[src/rtl/pipe_pkg.sv]
// pipe_pkg: shared types and constants for the pipeline register slice
package pipe_pkg;
    typedef logic [3:0] regaddr_t;

    typedef struct packed {
        logic RegWrite;
        logic MemtoReg;
        logic PCSrc;
    } ctrl_t;

    // ID/EX slot: valid flag, source/dest addresses and controls
    typedef struct packed {
        logic     valid;
        regaddr_t ra1;
        regaddr_t ra2;
        regaddr_t wa3;
        ctrl_t    ctrl;
    } idex_t;

    // EX/MEM and MEM/WB slots carry only what the hazard unit watches
    typedef struct packed {
        regaddr_t wa3;
        logic     RegWrite;
        logic     PCSrc;
    } late_t;

    localparam ctrl_t    CTRL_BUBBLE = '0;
    localparam regaddr_t REG_ZERO    = 4'd0;
endpackage

[src/rtl/pipe_flop_ec.sv]
// pipe_flop_ec: register with async reset, load enable and synchronous clear
module pipe_flop_ec #(
    parameter int W = 1
) (
    input  logic         clk,
    input  logic         reset,
    input  logic         en,
    input  logic         clr,
    input  logic [W-1:0] d,
    output logic [W-1:0] q
);
    logic [W-1:0] q_d, q_q;

    // clear wins over enable; with neither, the register holds
    always_comb q_d = clr ? '0 : (en ? d : q_q);

    // state register, cleared asynchronously
    always_ff @(posedge clk or posedge reset)
        if (reset) q_q <= '0;
        else       q_q <= q_d;

    assign q = q_q;
endmodule

[src/rtl/pipe_stage_regs.sv]
// pipe_stage_regs: PC and pipeline slices driven by hazard-unit stall/flush, plus perf counters
module pipe_stage_regs
    import pipe_pkg::*;
#(
    parameter int WIDTH = 32,
    parameter int CNT_W = 16
) (
    input  logic             clk,
    input  logic             reset,
    input  logic             StallF,
    input  logic             StallD,
    input  logic             FlushD,
    input  logic             FlushE,
    input  logic [WIDTH-1:0] PCNextF,
    input  logic [WIDTH-1:0] InstrF,
    input  logic [3:0]       ra1D,
    input  logic [3:0]       ra2D,
    input  logic [3:0]       wa3D,
    input  logic             RegWriteD,
    input  logic             MemtoRegD,
    input  logic             PCSrcD,
    output logic [WIDTH-1:0] PCF,
    output logic [WIDTH-1:0] InstrD,
    output logic             validD,
    output logic             validE,
    output logic [3:0]       ra1E,
    output logic [3:0]       ra2E,
    output logic [3:0]       wa3E,
    output logic             RegWriteE,
    output logic             MemtoRegE,
    output logic             PCSrcE,
    output logic [3:0]       wa3M,
    output logic [3:0]       wa3WB,
    output logic             RegWriteM,
    output logic             RegWriteWB,
    output logic             PCSrcM,
    output logic             PCSrcWB,
    output logic [CNT_W-1:0] stall_cnt,
    output logic [CNT_W-1:0] bubble_cnt
);
    logic [WIDTH-1:0] pc_q;
    logic [WIDTH:0]   ifid_d, ifid_q;
    idex_t            idex_d, idex_q;
    late_t            exmem_d, exmem_q, memwb_d, memwb_q;
    logic [CNT_W-1:0] stall_cnt_d, stall_cnt_q, bubble_cnt_d, bubble_cnt_q;

    assign ifid_d = {1'b1, InstrF};

    pipe_flop_ec #(.W(WIDTH)) u_pc (
        .clk(clk), .reset(reset), .en(~StallF), .clr(1'b0), .d(PCNextF), .q(pc_q)
    );

    pipe_flop_ec #(.W(WIDTH + 1)) u_ifid (
        .clk(clk), .reset(reset), .en(~StallD), .clr(FlushD), .d(ifid_d), .q(ifid_q)
    );

    pipe_flop_ec #(.W($bits(idex_t))) u_idex (
        .clk(clk), .reset(reset), .en(1'b1), .clr(FlushE), .d(idex_d), .q(idex_q)
    );

    // a bubble in Decode enters Execute as an all-zero slot, never as live controls
    always_comb idex_d = validD ? {1'b1, ra1D, ra2D, wa3D, RegWriteD, MemtoRegD, PCSrcD}
                                : {1'b0, REG_ZERO, REG_ZERO, REG_ZERO, CTRL_BUBBLE};

    // later stages shift unconditionally; saturating counters stop at all-ones
    always_comb begin
        exmem_d      = {idex_q.wa3, idex_q.ctrl.RegWrite, idex_q.ctrl.PCSrc};
        memwb_d      = exmem_q;
        stall_cnt_d  = ((StallF | StallD) && stall_cnt_q != '1) ? stall_cnt_q + 1'b1 : stall_cnt_q;
        bubble_cnt_d = ((FlushD | FlushE) && bubble_cnt_q != '1) ? bubble_cnt_q + 1'b1 : bubble_cnt_q;
    end

    // EX/MEM, MEM/WB and counter state, all discarded by reset
    always_ff @(posedge clk or posedge reset)
        if (reset) begin
            exmem_q      <= '0;
            memwb_q      <= '0;
            stall_cnt_q  <= '0;
            bubble_cnt_q <= '0;
        end else begin
            exmem_q      <= exmem_d;
            memwb_q      <= memwb_d;
            stall_cnt_q  <= stall_cnt_d;
            bubble_cnt_q <= bubble_cnt_d;
        end

    assign PCF        = pc_q;
    assign InstrD     = ifid_q[WIDTH-1:0];
    assign validD     = ifid_q[WIDTH];
    assign validE     = idex_q.valid;
    assign ra1E       = idex_q.ra1;
    assign ra2E       = idex_q.ra2;
    assign wa3E       = idex_q.wa3;
    assign RegWriteE  = idex_q.ctrl.RegWrite;
    assign MemtoRegE  = idex_q.ctrl.MemtoReg;
    assign PCSrcE     = idex_q.ctrl.PCSrc;
    assign wa3M       = exmem_q.wa3;
    assign RegWriteM  = exmem_q.RegWrite;
    assign PCSrcM     = exmem_q.PCSrc;
    assign wa3WB      = memwb_q.wa3;
    assign RegWriteWB = memwb_q.RegWrite;
    assign PCSrcWB    = memwb_q.PCSrc;
    assign stall_cnt  = stall_cnt_q;
    assign bubble_cnt = bubble_cnt_q;
endmodule

[config.mk]
export PLATFORM = sky130hd
export DESIGN_NAME = pipe_stage_regs
export DESIGN_NICKNAME = d
export VERILOG_FILES = /design/src/rtl/pipe_pkg.sv /design/src/rtl/pipe_flop_ec.sv /design/src/rtl/pipe_stage_regs.sv
export SDC_FILE = /design/constraint.sdc
export NUM_CORES = 1
export LEC_CHECK = 0
export ABC_AREA = 1
export BUFFER_PORTS_ARGS = -buffer_cell sky130_fd_sc_hd__buf_2
export CORE_ASPECT_RATIO = 0.5
export CORE_MARGIN = 2
export CORE_UTILIZATION = 49
export CTS_BUF_LIST = sky130_fd_sc_hd__clkbuf_16
export DETAILED_ROUTE_END_ITERATION = 6
export PLACE_DENSITY = 0.88
export SLEW_MARGIN = 30
export SYNTH_ARGS = -nofsm -noshare
export SYNTH_HDL_FRONTEND = slang
export SYNTH_SLANG_ARGS = --single-unit
[constraint.sdc]
create_clock -name clk -period 7 [get_ports clk]
set_clock_uncertainty 0.1 [all_clocks]
set_input_delay 0.7 -clock clk [delete_from_list [all_inputs] [get_ports clk]]
set_output_delay 0.7 -clock clk [all_outputs]
set_load 0.01 [all_outputs]
* Word-level counts from Yosys, hierarchy flattened
Index checks and enable logic that the tools add are counted.
** Operators by class
- Mux-type cells :: 4
- Reductions and logical operators :: 2
- Bitwise operators :: 2
- Add/subtract/negate cells :: 2
- Eq/ne operators :: 3
** Operator list (number)
- $mux 33 :: 2
- $add 16x1->16 const B :: 2
- $mux 16 :: 2
- $ne 16x16->1 const B :: 2
- $logic_and 1x1->1 :: 2
- $ne 2x1->1 const B :: 1
- $or 1x1->1 :: 2
** Word-level totals
- Logic and storage cells :: 24
- Register bits after elaboration :: 125
- Input bits :: 85
- Output and inout port bits :: 125

* Logic depth before layout (Yosys ltp)
Gate-level depths: netlist of run 1.
- Depth in word-level cells :: 2
- Depth in mapped cells :: 9
- Mapped depth without buffers :: 9

* Modules after synthesis
Synthesis of run 1 repeated with hierarchy kept, for this count alone.
** Second synthesis, totals
- Cells, all modules :: 690
- Area total of the unflattened synthesis :: 5843.1 um^2
** Modules (own cells, without submodules)
- pipe_stage_regs :: area each 2388.5 um^2, cells an instance 333, instances 1, seq. area each 1101.1 um^2
- pipe_flop_ec (u_ifid) :: area each 1468.9 um^2, cells an instance 145, instances 1, seq. area each 825.8 um^2
- pipe_flop_ec (u_pc) :: area each 1323.8 um^2, cells an instance 141, instances 1, seq. area each 800.8 um^2
- pipe_flop_ec (u_idex) :: area each 661.9 um^2, cells an instance 71, instances 1, seq. area each 400.4 um^2

* Worst setup path before layout of run 1
No wires, ideal clock.
- Path type :: input to register
- From :: input port FlushE
- To :: register bubble_cnt_q[12] (netlist: bubble_cnt[12])
- Required time :: 6.783 ns
- Arrival :: 1.510 ns
- Library setup time :: 0.117 ns
- Buffers on the path :: 1
- Path slack :: 5.273 ns
- Stages on the path :: 8
- Path through :: buf_2 > nor2_1 > nor2_2 > nand2_1 > nor2_1 > nand2_1 > o21ai_1 > inv_1
** Between the ends
- Word-level cells in the longest chain between the ends :: 2
** RTL lines
- from (decl) :: RTL line pipe_stage_regs.sv:13 : input logic FlushE,
- $or 1x1->1 :: RTL line pipe_stage_regs.sv:70 : bubble_cnt_d = ((FlushD | FlushE) && bubble_cnt_q != '1) ? bubble_cnt_q + 1'b1 : bubble_cnt_q;
- $logic_and 1x1->1 :: RTL line pipe_stage_regs.sv:70
- to (signal assigned) :: RTL line pipe_stage_regs.sv:84 : bubble_cnt_q <= bubble_cnt_d;
- to (decl) :: RTL line pipe_stage_regs.sv:45 : logic [CNT_W-1:0] stall_cnt_d, stall_cnt_q, bubble_cnt_d, bubble_cnt_q;
Every way passes these cells.
A chain may end at the register's enable or synchronous reset.

* Final worst setup path of run 1
- From :: register bubble_cnt_q[0] (netlist: bubble_cnt[0])
- To :: register bubble_cnt_q[1] (netlist: bubble_cnt[1])
** Between the ends
- Word-level cells in the longest chain between the ends :: 2
- Elaborated cells between the ends (all ways) :: 3
- Those cells by class :: add/sub: 1; eq/ne: 1; reduce/logical: 1
** RTL lines
- branches (longest 2 deep; another with $add 16x1->16)
Several ways; the timed one is not identified.

==> impl_results.md, run 1 <==
* DIE WIDTH at 151 um
* Nets@finish at 920
* Vias/cell at 4.95
* Crit path cell chain: ha_1 > inv_1 > nor2_1 > nand2_1 > nor2_2 > nor2_1 > clkinv_1 > nand2_1 > nand2_1
* Max FO, Critical Path at 12
* Slowest cell delay on critical path at 0.55 ns
* Dpl cells at 953
* Via count at 4,877
* R2r worst-path depth at 9
* Fin cells at 986
* CTS tree: built
* Run status: finished, final reports clean
* Pwr Density at 286 mW/mm2
* Max-slew violations at 0
* Hold path startpoint: u_idex.q[4]$_DFF_PP0_
* Worst reg2reg setup slack at 4.72 ns
* Root buffer cell: clkbuf_16
* Synth top cells by count: nand2_1 (259), dfrtp_1 (125), nor2_1 (73)
* Setup_tns at 0 ns
* Most used cell, CP: nand2_1
* Switching portion of total power at 27.3%
* Net Sw Power at 0.000548 W
* DP HPWL at 9380 um
* Worst-path clk slew at 0.06 ns
* Yosys warning total at 0
* Max Cap Viol at 0
* Hold path cells at 0
* Largest net degree at the start of global routing at 71
* Routed WL at 13,400 um
* Reg power frac at 42.7%
* Postcts setup bufs at 0
* Cell row count at 26
* Relative slew slack at 51.6%
* Unrepaired setup endpoints after global routing: no
* EDFF count, synth at 0
* Final min period at 2.28 ns
* Initial Utilization at 51.2%
* Die height at 77.5 um
* Hold WC Path Type: reg2reg
* Startpoint Class: flip-flop
* Prevailing post-synth register cell: dfrtp_1
* Most frequent cell after synthesis: nand2_1
* Initial drt markers at 294
* Clock Latency Late Sink at 0.40 ns
* Distinct cells, synth at 25
* Setup Viol. Count Final at 0
* Mapped Area at 0.00530 mm2
* Synth async-reset ratio at 100%
* Gpl congestion at 0.860
* Core Region at 0.0103 mm2
* Crit share post-route at 32.6%
* Clock tree buffer depth at 2
* DRC at 0
* Fmax achieved at 438 MHz
* CP bufs+invs at 2
* Avg WL per Cell at 13.6 um
* Layout cells sized above 1 at 30.4%
* Top Family by Delay on Critical Path: simple AND/OR/NAND/NOR gates
* Number of buffers created by CTS at 17
* Crit path depth at 9
* Reg-to-Reg Start: bubble_cnt[0]$_DFFE_PP0P_
* Post_cts resized at 0
* Post-DRT Antenna Nets at 0
* Hold buffers post-CTS at 0
* RR Endpoint: bubble_cnt[1]$_DFFE_PP0P_
* Synth Net Count at 716
* Worst vdd ir at 220 uV
* Vias in the first global route at 4,713
* Clk pwr share at 43.1%
* Data required, critical path at 7.19 ns
* Combinational share of power at 14.2%
* Post-synth top area share at 59.1%
* Worst Path Arrival at 2.47 ns
* Clk sinks at 125
* Hold path endpoint: wa3M[1]$_DFF_PP0_
* Antenna cells at 0
* Final hold viol count at 0
* Io pins at 210
* Int Pwr at 0.00146 W
* Htree depth at 4
* Layout overhead on the synthesized area at 32.6%
* Total gr overflow at 0
* Post-Synthesis Cells at 629
* Flops & latches, synth at 125
* Slowest stage cell, crit path: nor2_1
* Crit Path Class: reg2reg
* Syn avg cell area at 8.42 um2
* Tot GR Track Use at 24.0%
* Total leakage power at 3.97 nW
* First-pass iteration count of the detailed router at 6
* Seq/Total Area, Yosys at 59.1%
* Buffers on Ports at 209
* Worst-margin pin slew at 0.723 ns
* Crit end category: flip-flop
* Global-route wire length before repair at 22,200 um
* Synth area leaders: dfrtp_1 (59%), nand2_1 (18%), nor2_1 (5.2%)
* Biggest area consumer among synthesized cells: dfrtp_1
* Die area at 0.0117 mm2
* Initial antenna violation count at 0
[worst register-to-register path, cell delays in order (launching register included)]
cell,delay (ns)
dfrtp_1,0.43
ha_1,0.24
inv_1,0.09
nor2_1,0.06
nand2_1,0.11
nor2_2,0.06
nor2_1,0.55
clkinv_1,0.36
nand2_1,0.13
nand2_1,0.05
[through the flow]
step / area, um2 / hold WS (ns) / total power [W] / setup slack (ns) / utilization (%)
2_1_floorplan: 5300 / 0.316 / 0.00103 / 2.87 / -
3_3_place_gp: 6410 / 0.252 / 0.00114 / 4.65 / 62.0
6_report: 7020 / 0.264 / 0.00201 / 4.72 / 67.9
4_1_cts: 7000 / 0.266 / 0.00202 / 4.74 / 67.6
3_5_place_dp: 6410 / 0.254 / 0.00115 / 4.56 / 62.0
5_1_grt: 7020 / 0.271 / 0.00211 / 4.48 / 67.9
[worst max-delay path by stage]
stage | end | startpoint | slack, ns
floorplan | PCSrcM$_DFF_PP0_ | reset | 2.87
global placement | bubble_cnt[5]$_DFFE_PP0P_ | FlushE | 4.65
detailed placement | bubble_cnt[1]$_DFFE_PP0P_ | FlushE | 4.56
CTS | bubble_cnt[3]$_DFFE_PP0P_ | bubble_cnt[0]$_DFFE_PP0P_ | 4.74
global route | bubble_cnt[4]$_DFFE_PP0P_ | bubble_cnt[0]$_DFFE_PP0P_ | 4.48
finish | bubble_cnt[1]$_DFFE_PP0P_ | bubble_cnt[0]$_DFFE_PP0P_ | 4.72
[state kept, by name (all words and copies together), names as in the netlist]
register / flops
RegWriteM: 1
u_idex.q: 16
stall_cnt: 16
PCSrcM: 1
u_pc.q: 32
wa3WB: 4
bubble_cnt: 16
PCSrcWB: 1
u_ifid.q: 33
wa3M: 4
RegWriteWB: 1
[logic make-up after synthesis]
| group | Yosys count | share of synthesized area (%) |
|---|---|---|
| compound gates | 25 | 2.57 |
| xor+xnor | 11 | 1.82 |
| fa+ha+maj | 2 | 0.472 |
| buf+inv | 58 | 4.44 |
| flops | 125 | 59.1 |
| simple gates | 408 | 31.6 |
[power groups by stage]
stage                     Sequential (W)  Clock [W]  Combinational [W]
after floorplan                 0.000890          0           0.000137
after detailed placement        0.000869          0           0.000286
after global placement          0.000864          0           0.000278
after CTS                       0.000857   0.000877           0.000287
final                           0.000858   0.000865           0.000285
after global routing            0.000869   0.000916           0.000326
[metal layers]
metal / up-vias / GRT usage, % / wire length (um)
li1: 2373 / - / -
met1: 2319 / 30.0 / 5590
met2: 154 / 41.6 / 6890
met3: 31 / 4.76 / 606
met4: 0 / 9.16 / 322
met5: - / 0 / 0
[cells in the final DEF, fill, tap and decap left out, types with 2 or more instances in the layout]
cell,synthesis,final
clkinv_1,3,3
buf_2,2,209
ha_1,2,2
nand3b_1,3,3
nand4_1,12,12
nor2_2,5,5
dfrtp_1,125,125
bufinv_16,0,3
nand3_1,47,47
xnor2_1,7,7
clkinv_2,0,5
clkbuf_16,0,17
nand2_2,3,3
inv_2,1,4
o21ai_0,19,19
clkinvlp_4,0,3
inv_1,28,27
nor2_1,73,73
nor3_1,3,3
nand3_2,2,2
nand2_1,259,259
xor2_1,4,4
o21ai_1,4,4
[cell type report]
cell class,instances,area [um2]
Tap cell,140,175
Multi-Input combinational cell,446,1930
Fill cell,863,3320
Clock buffer,17,425
Clock inverter,15,158
Timing Repair Buffer,211,1080
Sequential cell,125,3130
Inverter,32,123
Note: power is estimated with default switching activity, not from simulation.
==> run 2: changes to the inputs <==
Settings changed: ABC_AREA 1 to 0, CORE_UTILIZATION 49 to 47, PLACE_DENSITY 0.88 to 0.86.
Clock period 7 ns to 2.3 ns, I/O delays scaled along.
==> impl_results.md, run 2 <==
* Final min period at 2.03 ns
* Die area at 0.0112 mm2
* Most frequent cells in the layout: buf_2 (209), dfrtp_1 (125), dlygate4sd3_1 (77)
* DP HPWL at 8270 um
* Cell row count at 26
* CTS tree: built
* Synth Net Count at 447
* Switching portion of total power at 25.8%
* Crit Path Class: reg2reg
* Yosys warning total at 0
* Post-Synthesis Cells at 360
* Initial drt markers at 232
* Vias/cell at 4.99
* Reg area at 0.00313 mm2
* Worst Path Arrival at 2.21 ns
* Most frequent cell after synthesis: dfrtp_1
* Global-route wire length before repair at 20,200 um
* Setup Viol. Count Final at 0
* Clock Latency Late Sink at 0.40 ns
* Reg power frac at 38.6%
* Pwr Density at 949 mW/mm2
* Synth top cells by count: dfrtp_1 (125), nor2_1 (42), mux2_2 (35)
* Worst-margin pin slew at 0.804 ns
* Worst-path clk slew at 0.06 ns
* Post-synth top area share at 64.5%
* Compound-Gate Fraction of Synth Area at 1.99%
* Hold path cells at 3
* Post-Synth XOR/XNOR Area at 4.51%
* Commonest non-fill, non-tap cell in the layout: buf_2
* Data required, critical path at 2.48 ns
* Gpl congestion at 0.798
* Htree depth at 4
* Post_cts resized at 0
* Postcts setup bufs at 0
* Max Cap Viol at 0
* Max-slew violations at 0
* Initial antenna violation count at 0
* Startpoint Class: flip-flop
* Setup_tns at 0 ns
* Layout cells sized above 1 at 42.8%
* Biggest area consumer among synthesized cells: dfrtp_1
* Crit end category: flip-flop
* Max reg flops at 33
* Largest family of logic cells by synthesized area: multiplexers
* Fill count at 656
* Worst vdd ir at 733 uV
* Vias in the first global route at 4,057
* Flops & latches, synth at 125
* Clock tree buffer depth at 2
* Relative slew slack at 46.2%
* Total gr overflow at 0
* EDFF count, synth at 0
* Die height at 75.8 um
* Distinct cells, synth at 39
* Post-DRT Antenna Nets at 0
* Tot Pwr at 0.00714 W
* Crit share post-route at 88.5%
* Run status: finished, final reports clean
* Post-synthesis mux area share at 14.7%
* Io pins at 210
* Slowest stage cell, crit path: nor3_1
* Core Region at 0.0101 mm2
* Final hold viol count at 0
* Combinational share of power at 16.8%
* Nets@finish at 743
* Syn avg cell area at 13.5 um2
* Layout overhead on the synthesized area at 55.1%
* Net Sw Power at 0.00184 W
* DRC at 0
* R2r worst-path depth at 5
* Number of buffers created by CTS at 17
* DIE WIDTH at 148 um
* Int Pwr at 0.00529 W
* Clk pwr share at 44.6%
* Avg WL per Cell at 17.0 um
* Clk sinks at 125
* Via count at 4,034
* Routed WL at 13,700 um
* Hold WC Path Type: in2reg
* Root buffer cell: clkbuf_16
* Antenna cells at 0
* Fin cells at 808
* Synth area leaders: dfrtp_1 (64%), mux2_2 (8.1%), mux2i_1 (6.6%)
* Post-synthesis simple-gate area fraction at 12.1%
* Prevailing post-synth register cell: dfrtp_1
* Share of synthesized cell area in full adder, half adder and majority cells at 0.516%
* Mapped Area at 0.00485 mm2
* Initial Utilization at 47.9%
* Seq/Total Area, Yosys at 64.5%
* Crit path cell chain: ha_1 > nand4_1 > nor3_1 > a41oi_1 > xor2_1
* Unrepaired setup endpoints after global routing: no
* First-pass iteration count of the detailed router at 4
* Multi-input combinational cell area at 0.00164 mm2
* Largest net degree at the start of global routing at 126
* Synth async-reset ratio at 100%
* Tot GR Track Use at 23.9%
* Fmax achieved at 492 MHz
* Max FO, Critical Path at 7
* Total leakage power at 3.88 nW
* Slowest cell delay on critical path at 0.64 ns
* Buffers on Ports at 209
* Dpl cells at 700
run 2: cell count changes in the layout (fill, tap and decap cells not counted), moves of 25 or more:
cell           change
nand3_1           -42
nand2_1          -250
mux2_2            +35
mux2i_1           +32
nor2_1            -31
inv_1             -25
dlygate4sd3_1     +77
run 2: metrics by stage:
| step | setup WS, ns | instance area, um2 | hold WS, ns | util [%] |
|---|---|---|---|---|
| 6_report | 0.266 | 7520 | 0.0155 | 74.4 |
| 2_1_floorplan | 0.431 | 4850 | 0.259 | - |
| 3_5_place_dp | 0.269 | 6050 | 0.256 | 59.8 |
| 4_1_cts | 0.237 | 7520 | 0.0117 | 74.4 |
| 3_3_place_gp | 0.375 | 6050 | 0.252 | 59.8 |
| 5_1_grt | 0.101 | 7520 | 0.00709 | 74.4 |
run 2: worst paths after layout:
kind | startpoint | to | slack, ns
worst max-delay path | stall_cnt[1]$_DFFE_PP0P_ | stall_cnt[2]$_DFFE_PP0P_ | 0.27
worst min-delay path | InstrF[20] | u_ifid.q[20]$_DFFE_PP0P_ | 0.02
worst max register to register | stall_cnt[1]$_DFFE_PP0P_ | stall_cnt[2]$_DFFE_PP0P_ | 0.27
worst min register to register | u_idex.q[6]$_DFF_PP0_ | wa3M[3]$_DFF_PP0_ | 0.27
max in group asynchronous | reset | u_ifid.q[27]$_DFFE_PP0P_ | 1.13
min in group asynchronous | reset | u_pc.q[14]$_DFFE_PP0N_ | 0.48
run 2: kinds of logic (layout without fill, tap and decap cells):
family	Yosys count	in the layout
AOI/OAI and AO/OA	14	14
xor gates and xnor gates	25	25
adders and majority gates	2	2
buffers and inverters	17	325
DFF	125	125
muxes	67	67
and+or+nand+nor	110	110
run 2: what timing repair did:
item	CTS	global route
hold endpoints to repair	201	0
endpoints found under the setup margin	0	0
hold buffers	77	0
run 2: layer usage:
| layer | part of all wire (%) | global-route usage, % | up-vias | wire length [um] |
|---|---|---|---|---|
| met3 | 3.5 | 5.93 | 45 | 484 |
| li1 | - | - | 1846 | - |
| met2 | 56 | 46.5 | 141 | 7690 |
| met1 | 37 | 25.0 | 2002 | 5060 |
| met4 | 3.4 | 12.6 | 0 | 459 |
| met5 | 0 | 0 | - | 0 |
run 2: worst max-delay path: cells and delay by family (launching register included):
family | cells | cell delay (ns)
AOI/OAI and AO/OA | 1 | 0.24
adders and majority gates | 1 | 0.20
DFF | 1 | 0.39
xor gates and xnor gates | 1 | 0.19
and+or+nand+nor | 2 | 0.79
run 2: layout make-up:
| class | count | share of cell area [%] |
|---|---|---|
| clock buffers | 17 | 5.66 |
| well taps | 140 | 2.33 |
| repair buffers | 291 | 24.8 |
| clock inverters | 14 | 3.61 |
| inverters | 3 | 0.200 |
| flip-flops and latches | 125 | 41.6 |
| multi-input cells | 218 | 21.8 |
run 2: power groups by stage:
stage	Sequential [W]	Combinational, W	Clock [W]
3_5_place_dp	0.00278	0.00108	0
6_report	0.00275	0.00120	0.00318
5_1_grt	0.00280	0.00130	0.00332
2_1_floorplan	0.00286	0.000486	0
3_3_place_gp	0.00274	0.00105	0
4_1_cts	0.00275	0.00119	0.00322
